File: config.mk
export PLATFORM = sky130hd
export DESIGN_NAME = conversor_bcd_flat
export DESIGN_NICKNAME = d
export VERILOG_FILES = /design/src/rtl/divisor_pkg.sv /design/src/rtl/conversor_bcd_if.sv /design/src/rtl/bcd_ajuste_digito.sv /design/src/rtl/conversor_bcd.sv /design/src/flat_wrapper.sv
export SDC_FILE = /design/constraint.sdc
export NUM_CORES = 1
export LEC_CHECK = 0
export CAP_MARGIN = 20
export CORE_MARGIN = 2
export CORE_UTILIZATION = 60
export DETAILED_ROUTE_END_ITERATION = 8
export DONT_BUFFER_PORTS = 1
export PLACE_DENSITY = 0.76
export SLEW_MARGIN = 10
export SYNTH_ARGS = -nofsm -noshare
export SYNTH_HDL_FRONTEND = slang
export SYNTH_SLANG_ARGS = --single-unit
File: constraint.sdc
create_clock -name CLK -period 3.1 [get_ports CLK]
set_clock_uncertainty 0.2 [all_clocks]
set_input_delay 0.155 -clock CLK [delete_from_list [all_inputs] [get_ports CLK]]
set_output_delay 0.155 -clock CLK [all_outputs]
set_load 0.01 [all_outputs]
File: src/rtl/divisor_pkg.sv
// Types and default sizes shared by the divider and its BCD conversion stages.
package divisor_pkg;

    typedef enum logic [1:0] {
        IDLE,
        CONV,
        FIN
    } conv_state_t;

    localparam int unsigned TAMANYO = 32;
    localparam int unsigned DIGITOS = 10;
    localparam int unsigned T_MOD   = 6;

endpackage

File: src/rtl/conversor_bcd_if.sv
// Start/Done request bus between a result producer and a BCD conversion stage.
interface conversor_bcd_if #(
    parameter int unsigned tamanyo = divisor_pkg::TAMANYO,
    parameter int unsigned digitos = divisor_pkg::DIGITOS
);

    logic                   Start;
    logic [tamanyo-1:0]     Valor;
    logic [4*digitos-1:0]   BCD;
    logic                   Signo;
    logic                   Busy;
    logic                   Done;

    modport master (
        output Start,
        output Valor,
        input  BCD,
        input  Signo,
        input  Busy,
        input  Done
    );

    modport slave (
        input  Start,
        input  Valor,
        output BCD,
        output Signo,
        output Busy,
        output Done
    );

endinterface

File: src/rtl/bcd_ajuste_digito.sv
// Double-dabble digit correction: adds 3 to a BCD digit of 5 or more before it is doubled.
module bcd_ajuste_digito (
    input  logic [3:0] digito_i,
    output logic [3:0] digito_c_o
);

    assign digito_c_o = (digito_i >= 4'd5) ? (digito_i + 4'd3) : digito_i;

endmodule

File: src/rtl/conversor_bcd.sv
// Sequential double-dabble converter, one input bit per clock, sign + packed BCD result.
// Define BCD_SIGNED_EN to treat Valor as two's complement and drive Signo.
module conversor_bcd
    import divisor_pkg::*;
#(
    parameter int unsigned tamanyo = TAMANYO,
    parameter int unsigned digitos = DIGITOS,
    parameter int unsigned t_mod   = T_MOD
) (
    input  logic             CLK,
    input  logic             RSTa,
    conversor_bcd_if.slave   bus
);

    localparam int unsigned     BCD_W    = 4 * digitos;
    localparam int unsigned     SHIFT_W  = BCD_W + tamanyo;
    localparam logic [t_mod-1:0] CONT_INI = t_mod'(tamanyo - 1);
    localparam logic [t_mod-1:0] CONT_UNO = t_mod'(1);

    conv_state_t          state_q, state_d;
    logic [BCD_W-1:0]     acc_q, acc_d;
    logic [BCD_W-1:0]     acc_adj;
    logic [tamanyo-1:0]   mag_q, mag_d;
    logic [tamanyo-1:0]   mag_carga;
    logic [t_mod-1:0]     cont_q, cont_d;
    logic [BCD_W-1:0]     bcd_q, bcd_d;
    logic                 busy_q, busy_d;
    logic                 done_q, done_d;
    logic [SHIFT_W-1:0]   desplazado;

    // Add-3 correction applied to every accumulator digit each CONV cycle
    for (genvar g = 0; g < digitos; g++) begin : g_ajuste
        bcd_ajuste_digito u_ajuste (
            .digito_i   (acc_q[4*g +: 4]),
            .digito_c_o (acc_adj[4*g +: 4])
        );
    end

`ifdef BCD_SIGNED_EN
    localparam logic [tamanyo-1:0] MAG_UNO = tamanyo'(1);

    logic sgn_q, sgn_d;
    logic signo_q, signo_d;

    // The most negative word maps to 2^(tamanyo-1), which still fits unsigned
    assign mag_carga = bus.Valor[tamanyo-1] ? (~bus.Valor + MAG_UNO) : bus.Valor;

    always_comb begin
        sgn_d   = sgn_q;
        signo_d = signo_q;
        if (state_q == IDLE && bus.Start) begin
            sgn_d = bus.Valor[tamanyo-1];
        end
        if (state_q == FIN) begin
            signo_d = sgn_q;
        end
    end

    always_ff @(posedge CLK) begin
        if (!RSTa) begin
            sgn_q   <= 1'b0;
            signo_q <= 1'b0;
        end else begin
            sgn_q   <= sgn_d;
            signo_q <= signo_d;
        end
    end

    assign bus.Signo = signo_q;
`else
    assign mag_carga = bus.Valor;
    assign bus.Signo = 1'b0;
`endif

    // Next state and datapath
    always_comb begin
        state_d    = state_q;
        acc_d      = acc_q;
        mag_d      = mag_q;
        cont_d     = cont_q;
        bcd_d      = bcd_q;
        done_d     = 1'b0;
        desplazado = {acc_adj, mag_q} << 1;

        case (state_q)
            IDLE: begin
                if (bus.Start) begin
                    state_d = CONV;
                    mag_d   = mag_carga;
                    acc_d   = '0;
                    cont_d  = CONT_INI;
                end
            end
            CONV: begin
                acc_d  = desplazado[tamanyo +: BCD_W];
                mag_d  = desplazado[tamanyo-1:0];
                cont_d = cont_q - CONT_UNO;
                if (cont_q == '0) begin
                    state_d = FIN;
                end
            end
            FIN: begin
                bcd_d   = acc_q;
                done_d  = 1'b1;
                state_d = IDLE;
            end
            default: begin
                state_d = IDLE;
            end
        endcase

        busy_d = (state_d != IDLE);
    end

    always_ff @(posedge CLK) begin
        if (!RSTa) begin
            state_q <= IDLE;
            acc_q   <= '0;
            mag_q   <= '0;
            cont_q  <= '0;
            bcd_q   <= '0;
            busy_q  <= 1'b0;
            done_q  <= 1'b0;
        end else begin
            state_q <= state_d;
            acc_q   <= acc_d;
            mag_q   <= mag_d;
            cont_q  <= cont_d;
            bcd_q   <= bcd_d;
            busy_q  <= busy_d;
            done_q  <= done_d;
        end
    end

    assign bus.BCD  = bcd_q;
    assign bus.Busy = busy_q;
    assign bus.Done = done_q;

endmodule

File: src/flat_wrapper.sv
// flat-port wrapper written by rule: the top's interface ports become plain ports
module conversor_bcd_flat import divisor_pkg::*;
#(
    parameter int unsigned tamanyo = TAMANYO,
    parameter int unsigned digitos = DIGITOS,
    parameter int unsigned t_mod   = T_MOD
)
  (CLK, RSTa, bus_Start, bus_Valor, bus_BCD, bus_Signo, bus_Busy, bus_Done);
  conversor_bcd_if #(.tamanyo(tamanyo), .digitos(digitos)) bus_i ();
  input  logic CLK;
  input  logic RSTa;
  input wire logic [$bits(bus_i.Start)-1:0] bus_Start;
  input wire logic [$bits(bus_i.Valor)-1:0] bus_Valor;
  output wire logic [$bits(bus_i.BCD)-1:0] bus_BCD;
  output wire logic [$bits(bus_i.Signo)-1:0] bus_Signo;
  output wire logic [$bits(bus_i.Busy)-1:0] bus_Busy;
  output wire logic [$bits(bus_i.Done)-1:0] bus_Done;
  assign bus_i.Start = bus_Start;
  assign bus_i.Valor = bus_Valor;
  assign bus_BCD = bus_i.BCD;
  assign bus_Signo = bus_i.Signo;
  assign bus_Busy = bus_i.Busy;
  assign bus_Done = bus_i.Done;
  conversor_bcd #(.tamanyo(tamanyo), .digitos(digitos), .t_mod(t_mod)) u_core (.CLK(CLK), .RSTa(RSTa), .bus(bus_i));
endmodule
==> results.toml <==
[setup_path]
worstSetupPathType = "in2reg"
worstReg2RegEnd = "u_core.bus.BCD[7]$_SDFFE_PN0P_"
r2r_slack_ns = 1.00
rr_startpoint = "u_core.state_q[0]$_SDFF_PN0_"
worstPathRequired_ns = 3.31
ff2ff_path_depth = 5
start_kind = "input port"
end_kind = "flip-flop"
critPathArrivalTime_ns = 2.58
critPathMaxFanout = 35

[finish]
drive_above_1_share_pct = 8.14
final_cells = 756
fin_nets = 696
post-route-util_pct = 73.0
diodes = 0
syn_to_final_growth_pct = 16.8

[die]
die-area_mm2 = 0.00936
row_count = 33
die_h_um = 96.7
start_util_pct = 62.5
coreArea_mm2 = 0.00826
die_w_um = 96.7
floorplan.io_pins = 78

[clock_tree]
cts-hold-fix-buffers = 34
ctsResizeCount = 0
cts_sinks = 122
cts_tree = "built"
cts_buffer_depth = 2
clock_latency_ns = 0.52
htree_levels = 4
post_cts_buffers = 0
cts_root_buffer = "clkbuf_8"
cts_buffers = 17
clkTransAtPathRegs_ns = 0.05

[routing]
via_per_inst = 5.87
vias = 4436
drt_wl_total_um = 11500
drc = 0
antenna_left = 0
wl_per_cell_um = 15.2
drtIter0Drc = 248
first_pass_iters = 5

[grt]
overflow = 0
use_met3_pct = 6.29
track_usage_pct = 24.8
antenna_found_initial = 0
busiest_layer = "met2"
grt_util_met2_pct = 42.9
met1_usage_pct = 29.6
grt_max_degree = 42
grt_pass1_wl_um = 19400
grt_pass1_vias = 4187

[hold_path]
hold_path_end = "u_core.cont_q[0]$_SDFFE_PN0P_"
hold_start = "bus_Start"
whs_path_depth = 3
hold_class = "in2reg"

[logic_synthesis]
syn_area_per_cell_um2 = 8.34
synth_fa_ha_area_share_pct = 5.33
ys_seq_area_share_pct = 47.3
synthTopCellsByArea = "dfxtp_1 47%, a21oi_1 9.0%, nand2_1 8.1%"
yosysWarnings = 0
yosysTopAreaCell = "dfxtp_1"
synth_mux_area_share_pct = 2.18
synth_nets = 676
synth_top_family_by_area = "compound AO/OA/AOI/OAI gates"
yosysUniqueCellTypes = 33
synth_cells = 619
synth_compound_area_share_pct = 22.5
synthSimpleGateAreaFrac_pct = 13.3
synth_top_area_share_pct = 47.3
synth_xor_area_share_pct = 3.56
yosys_register_bits = 122
syn_area_mm2 = 0.00516

[timing]
max_freq_ghz = 0.422
setup_ws_ns = 0.728
rsz0062_at_grt = "false"
fin_hold_ws_ns = 0.131
slew_violations = 0
fin_crit_ns = 2.37
fin_crit_sh_pct = 76.5
setup_tns_ns = 0
maxSlewHeadroom_pct = 34.2
worst_pin_slew_ns = 0.984
finalSetupViolCount = 0
hold_viol = 0

[placed_design]
numPortBuffers = 0
placed_cells = 691
dp_hpwl_um = 6980
gp_congestion = 0.829
place_ws_ns = 1.05

[power]
p_leak_nw = 2.11
vdd.ir_drop.worst_v = 0.000394
p_per_area_mw_per_mm2 = 613

[run]
cap_violations = 0

[outcome]
status = "finished clean"
==> layer usage <==
layer  wire, um  vias up
met4        196        0
met2       5770      154
li1           -     2175
met5          0        -
met1       4890     2083
met3        620       24
==> synth_stat cells (all sizes together) <==
master,instances
ha,22
clkbuf,23
o31ai,9
a21oi,93
and4,1
nand2,111
o21ba,1
nand2b,13
xor2,9
nand3,11
nor4,1
nand4,1
nor2b,2
a211oi,1
a22oi,2
nor2,11
inv,25
dfxtp,122
a221oi,1
xnor2,12
o21a,2
a22o,1
nor3,12
o22ai,31
a311oi,1
buf,19
conb,1
o21ai,71
mux2,10
==> stage by stage <==
stage	total power, mW	cell area (um^2)
after floorplan	1.91	5160
after global placement	1.95	5160
after detailed placement	1.96	5160
after CTS	3.70	6030
after global routing	3.81	6030
final	3.69	6030
==> critical path, stage by stage <==
cell and delay, ns:
dlygate4sd3_1 1.18, inv_2 0.51, nor2_2 0.20, buf_4 0.32, nand2_1 0.10, o31ai_1 0.08
==> sequential cells by signal, summed over array words and instances (netlist names) <==
name / flops
u_core.acc_q: 40
u_core.mag_q: 32
u_core.bus.BCD: 40
u_core.bus.Busy: 1
u_core.cont_q: 6
u_core.bus.Done: 1
u_core.state_q: 2
==> placed cells by master, fill, tap and decap left out, types with 6 or more instances in the layout <==
master,synthesis,final
nand2_1,111,111
mux2_2,10,10
clkbuf_16,0,16
o21ai_0,71,70
nor2_1,11,9
o31ai_1,8,8
inv_1,24,24
xnor2_1,12,12
a21oi_1,93,93
dfxtp_1,122,122
xor2_1,9,9
ha_1,22,22
dlygate4sd3_1,0,34
o22ai_1,31,31
nor3_1,12,12
nand2b_1,13,13
nand3_1,11,11
buf_4,2,9
clkinv_2,0,6
==> where the power goes <==
group	total [mW]	switching [mW]	internal, mW
registers	1.68	0.0398	1.64
clock network	1.72	0.666	1.05
logic	0.299	0.183	0.116
total	3.69	0.889	2.80
==> worst max path at each step <==
stage,from,end,slack (ns),cells past startpoint
6_report,RSTa,u_core.acc_q[36]$_SDFFE_PN0P_,0.73,6
3_5_place_dp,u_core.state_q[0]$_SDFF_PN0_,u_core.bus.BCD[7]$_SDFFE_PN0P_,1.05,5
2_1_floorplan,u_core.acc_q[21]$_SDFFE_PN0P_,u_core.acc_q[22]$_SDFFE_PN0P_,1.39,6
4_1_cts,RSTa,u_core.acc_q[36]$_SDFFE_PN0P_,0.70,6
3_3_place_gp,u_core.state_q[0]$_SDFF_PN0_,u_core.bus.BCD[21]$_SDFFE_PN0P_,1.13,5
5_1_grt,RSTa,u_core.acc_q[22]$_SDFFE_PN0P_,0.48,6
==> cell families after synthesis <==
kind of cell               Yosys count
AOI/OAI and AO/OA                  213
xor gates and xnor gates            21
adders and majority gates           22
buffers and inverters               67
DFF                                122
muxes                               10
other                                1
and+or+nand+nor                    163
==> layout make-up <==
cell class / count / area, um^2
multi-input combinational: 430 / 2430
fill: 643 / 2230
clock buffer: 23 / 477
sequential: 122 / 2440
timing repair buffer: 43 / 408
inverter: 25 / 93.8
clock inverter: 8 / 45.0
tap: 105 / 131
Note: power is estimated with default switching activity, not from simulation.
